## src/rtl/shift_serializer_pkg.sv

```systemverilog
// Shared types and constants for the serial transmitter.
package shift_serializer_pkg;

  typedef enum logic [1:0] {
    IDLE  = 2'd0,
    SHIFT = 2'd1,
    DONE  = 2'd2
  } ser_state_t;

  localparam logic DIR_LSB_FIRST = 1'b0;
  localparam logic DIR_MSB_FIRST = 1'b1;

endpackage

```

## src/rtl/bit_counter.sv

```systemverilog
// Bit position counter: clears on load, advances on each consumed bit.
module bit_counter
  import shift_serializer_pkg::*;
#(
  parameter int N  = 16,
  parameter int CW = $clog2(N + 1)
) (
  input  logic          clk,
  input  logic          reset,
  input  logic          clear,
  input  logic          enable,
  output logic [CW-1:0] count,
  output logic          at_last
);

  always_ff @(posedge clk) begin
    if (!reset) begin
      count <= '0;
    end else if (clear) begin
      count <= '0;
    end else if (enable) begin
      count <= count + CW'(1);
    end
  end

  assign at_last = (count == CW'(N - 1));

endmodule

```

## src/rtl/shift_serializer.sv

```systemverilog
// Parallel-to-serial transmitter with valid/ready load and selectable bit order.
module shift_serializer
  import shift_serializer_pkg::*;
#(
  parameter int N  = 16,
  parameter int CW = $clog2(N + 1)
) (
  input  logic         clk,
  input  logic         reset,
  input  logic         load_valid,
  output logic         load_ready,
  input  logic [N-1:0] data_in,
  input  logic         direction,
  input  logic         enable,
  output logic         serial_out,
  output logic         serial_valid,
  output logic         frame_start,
  output logic         frame_end,
  output logic         busy,
  output logic         done
);

  ser_state_t    state, state_next;
  logic [N-1:0]  sr;
  logic          dir_q;
  logic          done_q;
  logic [CW-1:0] cnt;
  logic          at_last;
  logic          load;
  logic          step;

  assign load = (state == IDLE) && load_valid;
  assign step = (state == SHIFT) && enable;

  bit_counter #(
    .N (N),
    .CW(CW)
  ) u_bit_counter (
    .clk    (clk),
    .reset  (reset),
    .clear  (load),
    .enable (step),
    .count  (cnt),
    .at_last(at_last)
  );

  always_ff @(posedge clk) begin
    if (!reset) begin
      state  <= IDLE;
      sr     <= '0;
      dir_q  <= DIR_LSB_FIRST;
      done_q <= 1'b0;
    end else begin
      state  <= state_next;
      done_q <= (state_next == DONE);
      if (load) begin
        sr    <= data_in;
        dir_q <= direction;
      end else if (step) begin
        // Shift toward whichever end feeds serial_out, zero-filling behind.
        sr <= (dir_q == DIR_MSB_FIRST) ? {sr[N-2:0], 1'b0} : {1'b0, sr[N-1:1]};
      end
    end
  end

  always_comb begin
    state_next   = state;
    load_ready   = 1'b0;
    serial_valid = 1'b0;
    serial_out   = 1'b0;
    frame_start  = 1'b0;
    frame_end    = 1'b0;
    busy         = 1'b1;
    unique case (state)
      IDLE: begin
        load_ready = 1'b1;
        busy       = 1'b0;
        if (load_valid) state_next = SHIFT;
      end
      SHIFT: begin
        serial_valid = 1'b1;
        serial_out   = (dir_q == DIR_MSB_FIRST) ? sr[N-1] : sr[0];
        frame_start  = (cnt == '0);
        frame_end    = at_last;
        if (enable && at_last) state_next = DONE;
      end
      DONE: begin
        state_next = IDLE;
      end
      default: begin
        state_next = IDLE;
      end
    endcase
  end

  assign done = done_q;

endmodule

```

## config.mk

```make
export PLATFORM = sky130hd
export DESIGN_NAME = shift_serializer
export DESIGN_NICKNAME = d
export VERILOG_FILES = /design/src/rtl/shift_serializer_pkg.sv /design/src/rtl/bit_counter.sv /design/src/rtl/shift_serializer.sv
export SDC_FILE = /design/constraint.sdc
export NUM_CORES = 1
export LEC_CHECK = 0
export CAP_MARGIN = 20
export CORE_ASPECT_RATIO = 0.75
export CORE_UTILIZATION = 48
export DETAILED_ROUTE_END_ITERATION = 8
export PLACE_DENSITY = 0.76
export RECOVER_POWER = 50
export SLEW_MARGIN = 20
export SYNTH_ARGS = -nofsm -noshare
export SYNTH_HDL_FRONTEND = slang
export SYNTH_HIERARCHICAL = 1
export SYNTH_SLANG_ARGS = --single-unit
```

## constraint.sdc

```tcl
create_clock -name clk -period 3.8 [get_ports clk]
set_clock_uncertainty 0.2 [all_clocks]
set_input_delay 0.95 -clock clk [delete_from_list [all_inputs] [get_ports clk]]
set_output_delay 0.95 -clock clk [all_outputs]
set_load 0.02 [all_outputs]
```

==> results.md <==
Status:
- The run finished with clean final reports.

Finish:
- The total inserted antenna cells is 0.
- Across the whole layout, storage elements account for 500 um^2.
- Summing all multi-input logic gate instances after layout gives 724 um^2.
- Of the cells placed in the final design, the portion with a size suffix greater than 1 is 0.132.
- After filler insertion, the fill cell instance count of the layout stands at 196.
- Relative to the synthesized area, the layout overhead comes to 22.8%.
- The final-stage net count is 175.

Power:
- Of the total power, the share spent switching nets is 0.279.
- Summed over all cells, the static leakage comes to 0.000654 uW.
- Dividing total power by cell area gives a power density of 326 mW/mm^2.
- Cell internal power was estimated by the tool at 376 uW.
- In this run the power spent charging and discharging nets is 145 uW.
- The share of total power dissipated in combinational logic is 0.211.
- The power share of the clock group is 0.239.
- The total power is 522 uW.
- Of the total power, registers draw 0.550.
- Across the VDD grid, the largest voltage drop is 224 uV.

Timing:
- The total count of hold-check failures in the final report is 0.
- In the finished design, the share of the clock period the worst path needs comes to 0.867.
- Measured against its own limit, the worst slew margin works out to 0.384.
- Setup repair after global routing left no endpoint under its margin.
- Counting I/O delays and the setup requirement, the final critical path takes 3290 ps.
- The number of pins with negative max-slew slack in the final report is 0.
- The number of setup violations in the final report is 0.
- At the pin with the least slew margin, the transition time is 924 ps.
- Adding up every negative setup slack in the final design gives 0 ps.
- Timing would allow up to 304 MHz.

GRT:
- The overall overflow remaining after global route is 0.
- The number of antenna violations at the first check in global routing came to 0.
- The met1 track demand over resource is 0.229.
- The wire length of the first global-routing pass is 4.15 mm.
- The met3 global-route usage is 0.0485.
- For this run, global-route usage on met2 was measured as 0.338.
- The total routing resource utilization after global routing is 0.187.
- The global routing stage identified its most utilized layer as met2.
- The pin count of the biggest net entering global routing is 19.
- The via count of the first global-routing pass is 916.

Detailed routing:
- The post-route DRC violation count is 0.
- The remaining number of nets flagged by the antenna check after routing is 0.
- The total number of vias is 1,013.
- The first TritonRoute pass finished after 4 iterations.
- The total detailed-routing wirelength is 2.63 mm.
- In the routed layout, each cell is associated on average with a via count of 5.48.
- The starting DRC count in detailed routing is 43.
- Dividing the detail-routed wire length by the instance count gives 14.2 um.

Synthesis:
- Summing every instance area after synthesis gives 0.00130 mm^2.
- In the post-synthesis netlist, the cell with the most instances is sky130_fd_sc_hd__dfxtp_1.
- The most used flip-flop cell after synthesis is sky130_fd_sc_hd__dfxtp_1.
- The average cell area after synthesis is 10.3 um^2.
- The flip-flop and latch count after synthesis is 25.
- By area the synthesized netlist is led by sky130_fd_sc_hd__dfxtp_1 38%, sky130_fd_sc_hd__mux2i_1 13%, sky130_fd_sc_hd__mux2_2 10%.
- The commonest cells after synthesis are 25 x sky130_fd_sc_hd__dfxtp_1, 17 x sky130_fd_sc_hd__mux2i_1, 14 x sky130_fd_sc_hd__o2bb2ai_1.
- The portion of synthesized cell area occupied by the leading cell type is 0.384.
- Of the synthesized area, sequential elements account for 0.384.
- The async set-reset flop share out of synthesis is 0.
- The number of different library cells used by synthesis comes to 29.
- The Yosys warning count is 6.
- Counting flops with a built-in enable in the synthesized netlist gives 0.
- The cell accounting for the most synthesized area is sky130_fd_sc_hd__dfxtp_1.
- Synthesis produced a netlist whose cell count is 126.
- The net count after synthesis is 149.

Setup path:
- The worst reg-to-reg path cell count is 4.
- The critical-path cell with the highest stage delay is sky130_fd_sc_hd__or3b_1.
- The biggest cell delay along the critical path is 780 ps.
- The signal on the critical path passes through dlygate4sd3_1 > or3b_1 > clkinvlp_2 > or3b_1 > mux2i_1.
- The worst setup path is of the in2reg kind.
- The minimum setup slack among reg-to-reg paths is 1320 ps.
- For the worst setup path, the data required time is 3880 ps.
- The arrival time of the worst setup path is 3370 ps.
- The cell occurring most often along the worst timing path is sky130_fd_sc_hd__or3b_1.
- The largest fanout of any net on the critical path is 18.
- The worst register-to-register path begins at state[0].
- The terminus of the critical flop-to-flop path is u_bit_counter/count[3].
- The worst setup path is launched from an input pin.
- STA classifies the critical path endpoint as a flip-flop.

Clocking:
- Buffers added to address setup during post-CTS repair amount to 0.
- After clock tree synthesis, the flow added hold-fix buffers numbering 0.
- The clock transition at the register clock pins on the worst setup and hold paths after CTS is 150 ps.
- The CTS tree is done.
- The number of buffers created by CTS is 3.
- The post-CTS resize count is 0.
- The H-tree depth is 1.
- The longest clock path from root to sink contains 2 buffers.
- The cell at the root of the clock tree is sky130_fd_sc_hd__clkbuf_4.
- The total clock sinks is 25.
- The worst-skew pair later-pin latency is 330 ps.

Placement:
- The count of buffers added on input and output ports is 27.
- The post-detailed-placement half-perimeter wirelength is 1.94 mm.
- The final weighted congestion of routability-driven global placement is 0.819.

Min path:
- In this run the worst hold path is classified as reg2reg.
- The number of cells on the worst hold path is 1.
- The terminating pin of the worst hold path is sr[10].
- The startpoint identified for the worst hold timing path is sr[10].

Die:
- The die height is 47.1 um.
- The number of cell rows is 15.
- The region available for standard cell placement spans 0.00242 mm^2.
- The initial standard-cell utilization of the core is 0.538.
- For this design the top-level I/O count stands at 28.
- The die covers 0.00293 mm^2.
- The width of the chip is 62.2 um.

Job:
- Across the run, the number of max-cap violations was 0.
-- through the flow --
step | worst slack, ps | hold slack (ps) | util | instance area, um^2 | instances
3_5_place_dp | 642 | 274 | 0.650 | 1570 | 181
4_1_cts | 610 | 304 | 0.662 | 1600 | 185
5_1_grt | 267 | 319 | 0.660 | 1600 | 185
6_report | 507 | 300 | 0.660 | 1600 | 185
3_3_place_gp | 695 | 263 | 0.650 | 1570 | 181
2_1_floorplan | 1370 | 241 | - | 1300 | 126
-- cell families after synthesis --
group | count (synthesis) | share of synthesized area
AO/OA/AOI/OAI | 24 | 0.147
XOR/XNOR | 1 | 0.00673
adder cells (fa/ha/maj) | 2 | 0.0192
buffers and inverters | 13 | 0.0596
flip-flops | 25 | 0.384
multiplexers | 32 | 0.260
AND/OR/NAND/NOR | 29 | 0.123
-- flip-flops by register name, indices dropped and copies added, names as in the netlist --
signal	count
dir_q	1
done	1
sr	16
state	2
u_bit_counter/count	5
-- power groups by stage --
stage | registers [uW] | clock network [uW] | logic (uW)
floorplan | 289 | 0 | 75.2
global placement | 292 | 0 | 108
detailed placement | 292 | 0 | 112
CTS | 287 | 129 | 112
global route | 289 | 137 | 119
finish | 287 | 125 | 110
-- per-layer routing --
| metal | vias to the layer above | share of wire |
|---|---|---|
| li1 | 518 | - |
| met1 | 461 | 0.50 |
| met2 | 30 | 0.43 |
| met3 | 4 | 0.056 |
| met4 | 0 | 0.010 |
| met5 | - | 0 |
-- critical path, delay by kind of cell --
family	cells	cell delay, ps
buffers and inverters	2	1060
multiplexers	1	120
AND/OR/NAND/NOR	2	1230
-- area by class of cell --
type                            count  share of cell area
Multi-Input combinational cell     88               0.453
Sequential cell                    25               0.313
Timing Repair Buffer               28               0.174
Tap cell                           34              0.0266
Inverter                            6              0.0149
Clock buffer                        3              0.0141
Clock inverter                      1             0.00469
-- worst max-delay path by stage --
stage / start / to / slack, ps
5_1_grt: load_valid / u_bit_counter/count[4] / 270
3_3_place_gp: load_valid / u_bit_counter/count[3] / 690
4_1_cts: u_bit_counter/count[0] / frame_end / 610
2_1_floorplan: u_bit_counter/count[1] / frame_start / 1370
6_report: load_valid / u_bit_counter/count[3] / 510
3_5_place_dp: load_valid / u_bit_counter/count[3] / 640
-- cells in the final DEF, fill, tap and decap left out, types with 2 or more instances in the layout --
cell type / n
sky130_fd_sc_hd__clkdlybuf4s50_1: 24
sky130_fd_sc_hd__dfxtp_1: 25
sky130_fd_sc_hd__a21oi_1: 5
sky130_fd_sc_hd__nand3_1: 2
sky130_fd_sc_hd__and2_1: 2
sky130_fd_sc_hd__nand3b_1: 3
sky130_fd_sc_hd__ha_1: 2
sky130_fd_sc_hd__inv_1: 5
sky130_fd_sc_hd__dlygate4sd3_1: 3
sky130_fd_sc_hd__mux2i_1: 17
sky130_fd_sc_hd__and3_1: 3
sky130_fd_sc_hd__clkbuf_4: 3
sky130_fd_sc_hd__mux2_1: 3
sky130_fd_sc_hd__or3b_1: 2
sky130_fd_sc_hd__o2bb2ai_1: 14
sky130_fd_sc_hd__nor2_1: 5
sky130_fd_sc_hd__a311oi_1: 2
sky130_fd_sc_hd__mux2_2: 12
sky130_fd_sc_hd__nand2_1: 6
No activity file was read; power rests on OpenSTA's default activity.
